**config.mk**
```make
export PLATFORM = sky130hd
export DESIGN_NAME = datapath_ctrl
export DESIGN_NICKNAME = d
export VERILOG_FILES = /design/src/rtl/datapath_ctrl.sv
export SDC_FILE = /design/constraint.sdc
export NUM_CORES = 1
export LEC_CHECK = 0
export ABC_AREA = 1
export CORE_MARGIN = 3
export CORE_UTILIZATION = 45
export CTS_CLUSTER_DIAMETER = 150
export DETAILED_ROUTE_END_ITERATION = 7
export HOLD_SLACK_MARGIN = 0.12
export PLACE_DENSITY = 0.85
export SLEW_MARGIN = 25
export SYNTH_ARGS = -nofsm -noshare
export SYNTH_HDL_FRONTEND = slang
export SYNTH_SLANG_ARGS = --single-unit
```
**constraint.sdc**
```tcl
create_clock -name clock_50 -period 2.2 [get_ports clock_50]
set_input_delay 0.66 -clock clock_50 [delete_from_list [all_inputs] [get_ports clock_50]]
set_output_delay 0.66 -clock clock_50 [all_outputs]
set_load 0.005 [all_outputs]
```
**src/rtl/datapath_ctrl.sv**
```systemverilog
// Multi-cycle control unit: fetches and decodes 16-bit instructions and drives the datapath control word.
// Optional feature macro: CU_COND_BRANCH_EN (conditional branches on latched Z/carry flags).
module datapath_ctrl (
    input  logic        clock_50,
    input  logic        clear,
    input  logic [15:0] mem_data,
    input  logic        Z,
    input  logic        Cout,
    output logic [15:0] pc,
    output logic [2:0]  AA,
    output logic [2:0]  BA,
    output logic [2:0]  DA,
    output logic [4:0]  FS,
    output logic [15:0] k,
    output logic        Cin,
    output logic        WR,
    output logic        MW,
    output logic        MA,
    output logic        MD,
    output logic        PS,
    output logic        IR_L,
    output logic [2:0]  state,
    output logic        halted
);

    typedef enum logic [2:0] {
        S_INIT   = 3'd0,
        S_FETCH  = 3'd1,
        S_DECODE = 3'd2,
        S_IMM    = 3'd3,
        S_EXEC   = 3'd4,
        S_MEM    = 3'd5,
        S_HALT   = 3'd6
    } state_t;

    localparam logic [1:0] CLS_ALU_REG = 2'b00;
    localparam logic [1:0] CLS_ALU_IMM = 2'b01;
    localparam logic [1:0] CLS_MEM     = 2'b10;
    localparam logic [1:0] CLS_CTRL    = 2'b11;

    localparam logic [4:0] FN_JMP  = 5'b00000;
    localparam logic [4:0] FN_BZ   = 5'b00001;
    localparam logic [4:0] FN_BC   = 5'b00010;
    localparam logic [4:0] FN_SUB  = 5'b00101;
    localparam logic [4:0] FN_HALT = 5'b11111;

    state_t      state_q, state_d;
    logic [15:0] pc_q, pc_d;
    logic [15:0] ir_q, ir_d;
    logic [15:0] k_q, k_d;

    logic [1:0]  cls;
    logic [4:0]  fn;
    logic        is_alu;
    logic        is_store;
    logic        branch_taken;

    assign cls      = ir_q[15:14];
    assign fn       = ir_q[13:9];
    assign is_alu   = (cls == CLS_ALU_REG) || (cls == CLS_ALU_IMM);
    assign is_store = fn[0];

`ifdef CU_COND_BRANCH_EN
    logic zf_q, zf_d;
    logic cf_q, cf_d;

    // Flags are sampled only when an ALU instruction retires; branches see the latched copies.
    always_comb begin
        zf_d = zf_q;
        cf_d = cf_q;
        if (state_q == S_EXEC && is_alu) begin
            zf_d = Z;
            cf_d = Cout;
        end
    end

    always_ff @(posedge clock_50 or negedge clear) begin
        if (!clear) begin
            zf_q <= 1'b0;
            cf_q <= 1'b0;
        end else begin
            zf_q <= zf_d;
            cf_q <= cf_d;
        end
    end

    assign branch_taken = (cls == CLS_CTRL) &&
                          ((fn == FN_JMP) ||
                           (fn == FN_BZ && zf_q) ||
                           (fn == FN_BC && cf_q));
`else
    logic unused_status;
    assign unused_status = Z ^ Cout;
    assign branch_taken  = (cls == CLS_CTRL) && (fn == FN_JMP);
`endif

    always_ff @(posedge clock_50 or negedge clear) begin
        if (!clear) begin
            state_q <= S_INIT;
        end else begin
            state_q <= state_d;
        end
    end

    always_comb begin
        state_d = state_q;
        case (state_q)
            S_INIT:   state_d = S_FETCH;
            S_FETCH:  state_d = S_DECODE;
            S_DECODE: begin
                case (cls)
                    CLS_ALU_REG: state_d = S_EXEC;
                    CLS_ALU_IMM: state_d = S_IMM;
                    CLS_MEM:     state_d = S_MEM;
                    default:     state_d = (fn == FN_HALT) ? S_HALT : S_IMM;
                endcase
            end
            S_IMM:    state_d = S_EXEC;
            S_EXEC:   state_d = S_FETCH;
            S_MEM:    state_d = S_FETCH;
            S_HALT:   state_d = S_HALT;
            default:  state_d = S_INIT;
        endcase
    end

    // PC, IR and immediate register; pc arithmetic wraps naturally at 16 bits.
    always_comb begin
        pc_d = pc_q;
        ir_d = ir_q;
        k_d  = k_q;
        case (state_q)
            S_FETCH: begin
                ir_d = mem_data;
                pc_d = pc_q + 16'd1;
            end
            S_IMM: begin
                k_d  = mem_data;
                pc_d = pc_q + 16'd1;
            end
            S_EXEC: begin
                if (branch_taken) begin
                    pc_d = k_q;
                end
            end
            default: ;
        endcase
    end

    always_ff @(posedge clock_50 or negedge clear) begin
        if (!clear) begin
            pc_q <= 16'h0000;
            ir_q <= 16'h0000;
            k_q  <= 16'h0000;
        end else begin
            pc_q <= pc_d;
            ir_q <= ir_d;
            k_q  <= k_d;
        end
    end

    // Control word depends only on registered state, so strobes fall as soon as clear asserts.
    always_comb begin
        AA   = 3'd0;
        BA   = 3'd0;
        DA   = 3'd0;
        FS   = 5'd0;
        Cin  = 1'b0;
        WR   = 1'b0;
        MW   = 1'b0;
        MA   = 1'b0;
        MD   = 1'b0;
        PS   = 1'b0;
        IR_L = 1'b0;
        if (state_q != S_INIT) begin
            AA = ir_q[5:3];
            BA = ir_q[2:0];
            DA = ir_q[8:6];
            FS = fn;
        end
        case (state_q)
            S_FETCH: IR_L = 1'b1;
            S_EXEC: begin
                Cin = (fn == FN_SUB);
                PS  = branch_taken;
                if (is_alu) begin
                    WR = 1'b1;
                    MA = (cls == CLS_ALU_IMM);
                end
            end
            S_MEM: begin
                if (is_store) begin
                    MW = 1'b1;
                end else begin
                    MD = 1'b1;
                    WR = 1'b1;
                end
            end
            default: ;
        endcase
    end

    assign pc     = pc_q;
    assign k      = k_q;
    assign state  = state_q;
    assign halted = (state_q == S_HALT);

endmodule

```
==> out/qor.yml <==
critPathRequiredTime_ns: 1.54
io_buffers: 74
critPathMaxFanout: 8
vias: 2722
layout-drive-gt1-share: 0.115
place.gp.congestion: 0.880
rsz0062_at_grt: "true"
seq_area_frac_synth: 0.462
fin_nets: 478
clock_skew_ns: 0.0126
slowest_stage: "clkdlybuf4s50_1"
crit_family: "buffers and inverters"
syn_nets: 391
cap_viol_max_count: 0
grt_pass1_vias: 2628
ys_seq_elements: 51
met3_usage: 0.0353
row_count: 27
die_area_sq_mm: 0.00712
clock_path_buffers: 2
initial_core_util: 0.484
ir_worst_vdd_v: 0.000828
critPathArrivalTime_ns: 1.78
routed_wl_mm: 7.48
path_cells: "inv_2 > nor3_4 > buf_4 > nand3_2 > inv_1 > clkdlybuf4s50_1"
hold_path.class: "primary input to asynchronous set/reset pin"
ys.flop_type: "dfrtp_1"
antenna_found_initial: 0
fillers: 478
cts.sinks: 51
fin_hold_ws_ns: 0.321
grt_start_max_net_pins: 52
pin_count: 77
grt_pass1_wl_mm: 12.3
met2_usage: 0.366
die_width_um: 84.4
outcome: "complete, but fails checks"
path_clk_slew_ns: 0.10
dp_hpwl_mm: 5.47
yosys.area.top_type: "dfrtp_1"
first_pass_iters: 5
synth-edff-count: 0
synth_area_sq_mm: 0.00277
grt.overflow.total: 0
tritoncts: "built"
dp.cells: 512
async_flop_share: 1.00
worst_slack_ns: -0.239
tightest_slew_ns: 0.421
root_buffer: "clkbuf_8"
reg2reg_slack_ns: 0.49
syn_avg_cell_area_sq_um: 7.56
track_usage: 0.212
clk-insertion-delay-late_ns: 0.31
critical_path_class: "register to primary output"
relSlewSlack: 0.718
area_growth_pct: 36.4
synth_top_area_frac: 0.462
final_core_util: 0.661
viasPerCell: 5.17
avgRoutedWirePerCell_um: 14.2
setup_viol: 20
cts.htree.levels: 2
cp_slowest_stage_delay_ns: 0.49
min_period_over_period: 1.11
power_mw: 5.24
finalHoldViolCount: 0
coreArea_sq_mm: 0.00571
period_minus_slack_ns: 2.44
slew_violations: 0
p_per_area_mw_per_mm2: 1390
worst_setup_path_start_kind: "register"
ant_nets: 0
ys_types: 27
ys_top_cells_by_area: "dfrtp_1, nand2_1, inv_1, o21ai_0, nor2_1"
n_antenna_cell: 0
synth.most_common_cell: "nand2_1"
busiest_layer: "met2"
netlist_instances: 366
die_y_um: 84.4
final_cell_count_no_fill: 526
synth_warnings: 0
drc: 0
total_leakage_power_nw: 1.76
cts_made_buffers: 5
use_met1: 0.272
cp-end-kind: "primary output"
preCtsSetupSlack_ns: 0.0473
netlist_top_cells_count: "nand2_1, dfrtp_1, inv_1"
drt-initial-drc-count: 259
cp_num_buf_inv: 4
fmax_mhz: 410
failed_checks: "negative setup slack"
## cell type report
class,count,area (sq um),area share
Tap cell,72,90.1,0.0239
Multi-Input combinational cell,251,1250,0.330
Inverter,53,199,0.0527
Sequential cell,51,1280,0.339
Clock inverter,2,16.3,0.00431
Clock buffer,6,72.6,0.0192
Timing Repair Buffer,91,868,0.230
## worst paths after layout
check,from,to,cells after the start
min in group clock_50,ir_q[7],ir_q[7],2
setup / recovery,state[2],PS,6
setup reg to reg,state[2],pc[12],10
hold reg to reg,ir_q[7],ir_q[7],2
max in group asynchronous,clear,state[2],2
hold / removal,clear,ir_q[8],2
## report_power, final
| part | internal, mW | switching, mW | total (mW) |
|---|---|---|---|
| Combinational | 1.48 | 1.40 | 2.89 |
| Sequential | 1.39 | 0.415 | 1.80 |
| Clock | 0.229 | 0.327 | 0.556 |
## worst reg2reg max path: cells and delay by family (launching register included)
family / cells / cell delay [ns]
buf+inv: 4 / 0.55
flops: 1 / 0.48
simple gates: 6 / 0.61
## through the flow
stage | area [sq um] | TNS (ns)
floorplan | 2770 | 0
global placement | 3610 | 0
detailed placement | 3610 | 0
CTS | 3730 | -3.77
global route | 3770 | -5.17
finish | 3770 | -3.53
## placed cells by master, fill, tap and decap left out, types with 2 or more instances in the layout
master,Yosys,routed
nand2_1,104,104
clkdlybuf4s50_1,0,70
inv_1,50,49
dfrtp_1,51,48
nor2_1,43,40
o21ai_0,37,37
nand3_1,26,25
buf_4,0,16
mux2_2,7,7
a21oi_1,6,6
nand4_1,5,5
clkbuf_8,0,5
inv_2,3,4
nor2_2,2,3
nor2_4,1,3
o211ai_1,3,3
xor2_1,3,3
ha_1,5,3
dfrtp_2,0,3
nand3_2,1,2
nor3_1,2,2
ha_2,0,2
dlygate4sd2_1,0,2
## sequential cells by signal, indices dropped and copies added, names as in the netlist
name and cells:
ir_q 16, state 3, pc 16, k 16
## metal layers
layer / routed length (um) / vias to the layer above
met5: 0 / -
li1: - / 1325
met3: 419 / 21
met2: 3780 / 105
met4: 131 / 0
met1: 3150 / 1271
## repair_timing
action	CTS	global route
setup buffers	3	3
hold buffers	0	0
endpoints found under the setup margin	22	21
pin swaps	0	1
cloned	0	0
resized for setup	8	9
## cell families (layout without fill, tap and decap cells)
logic type	count (synthesis)	in the layout	share of synthesized area
fa+ha+maj	5	5	0.0226
compound gates	48	48	0.0905
xor+xnor	4	4	0.0127
mux	7	7	0.0285
buf+inv	64	152	0.0977
simple gates	187	187	0.286
flops	51	51	0.462
(Power assumes the default switching activity.)
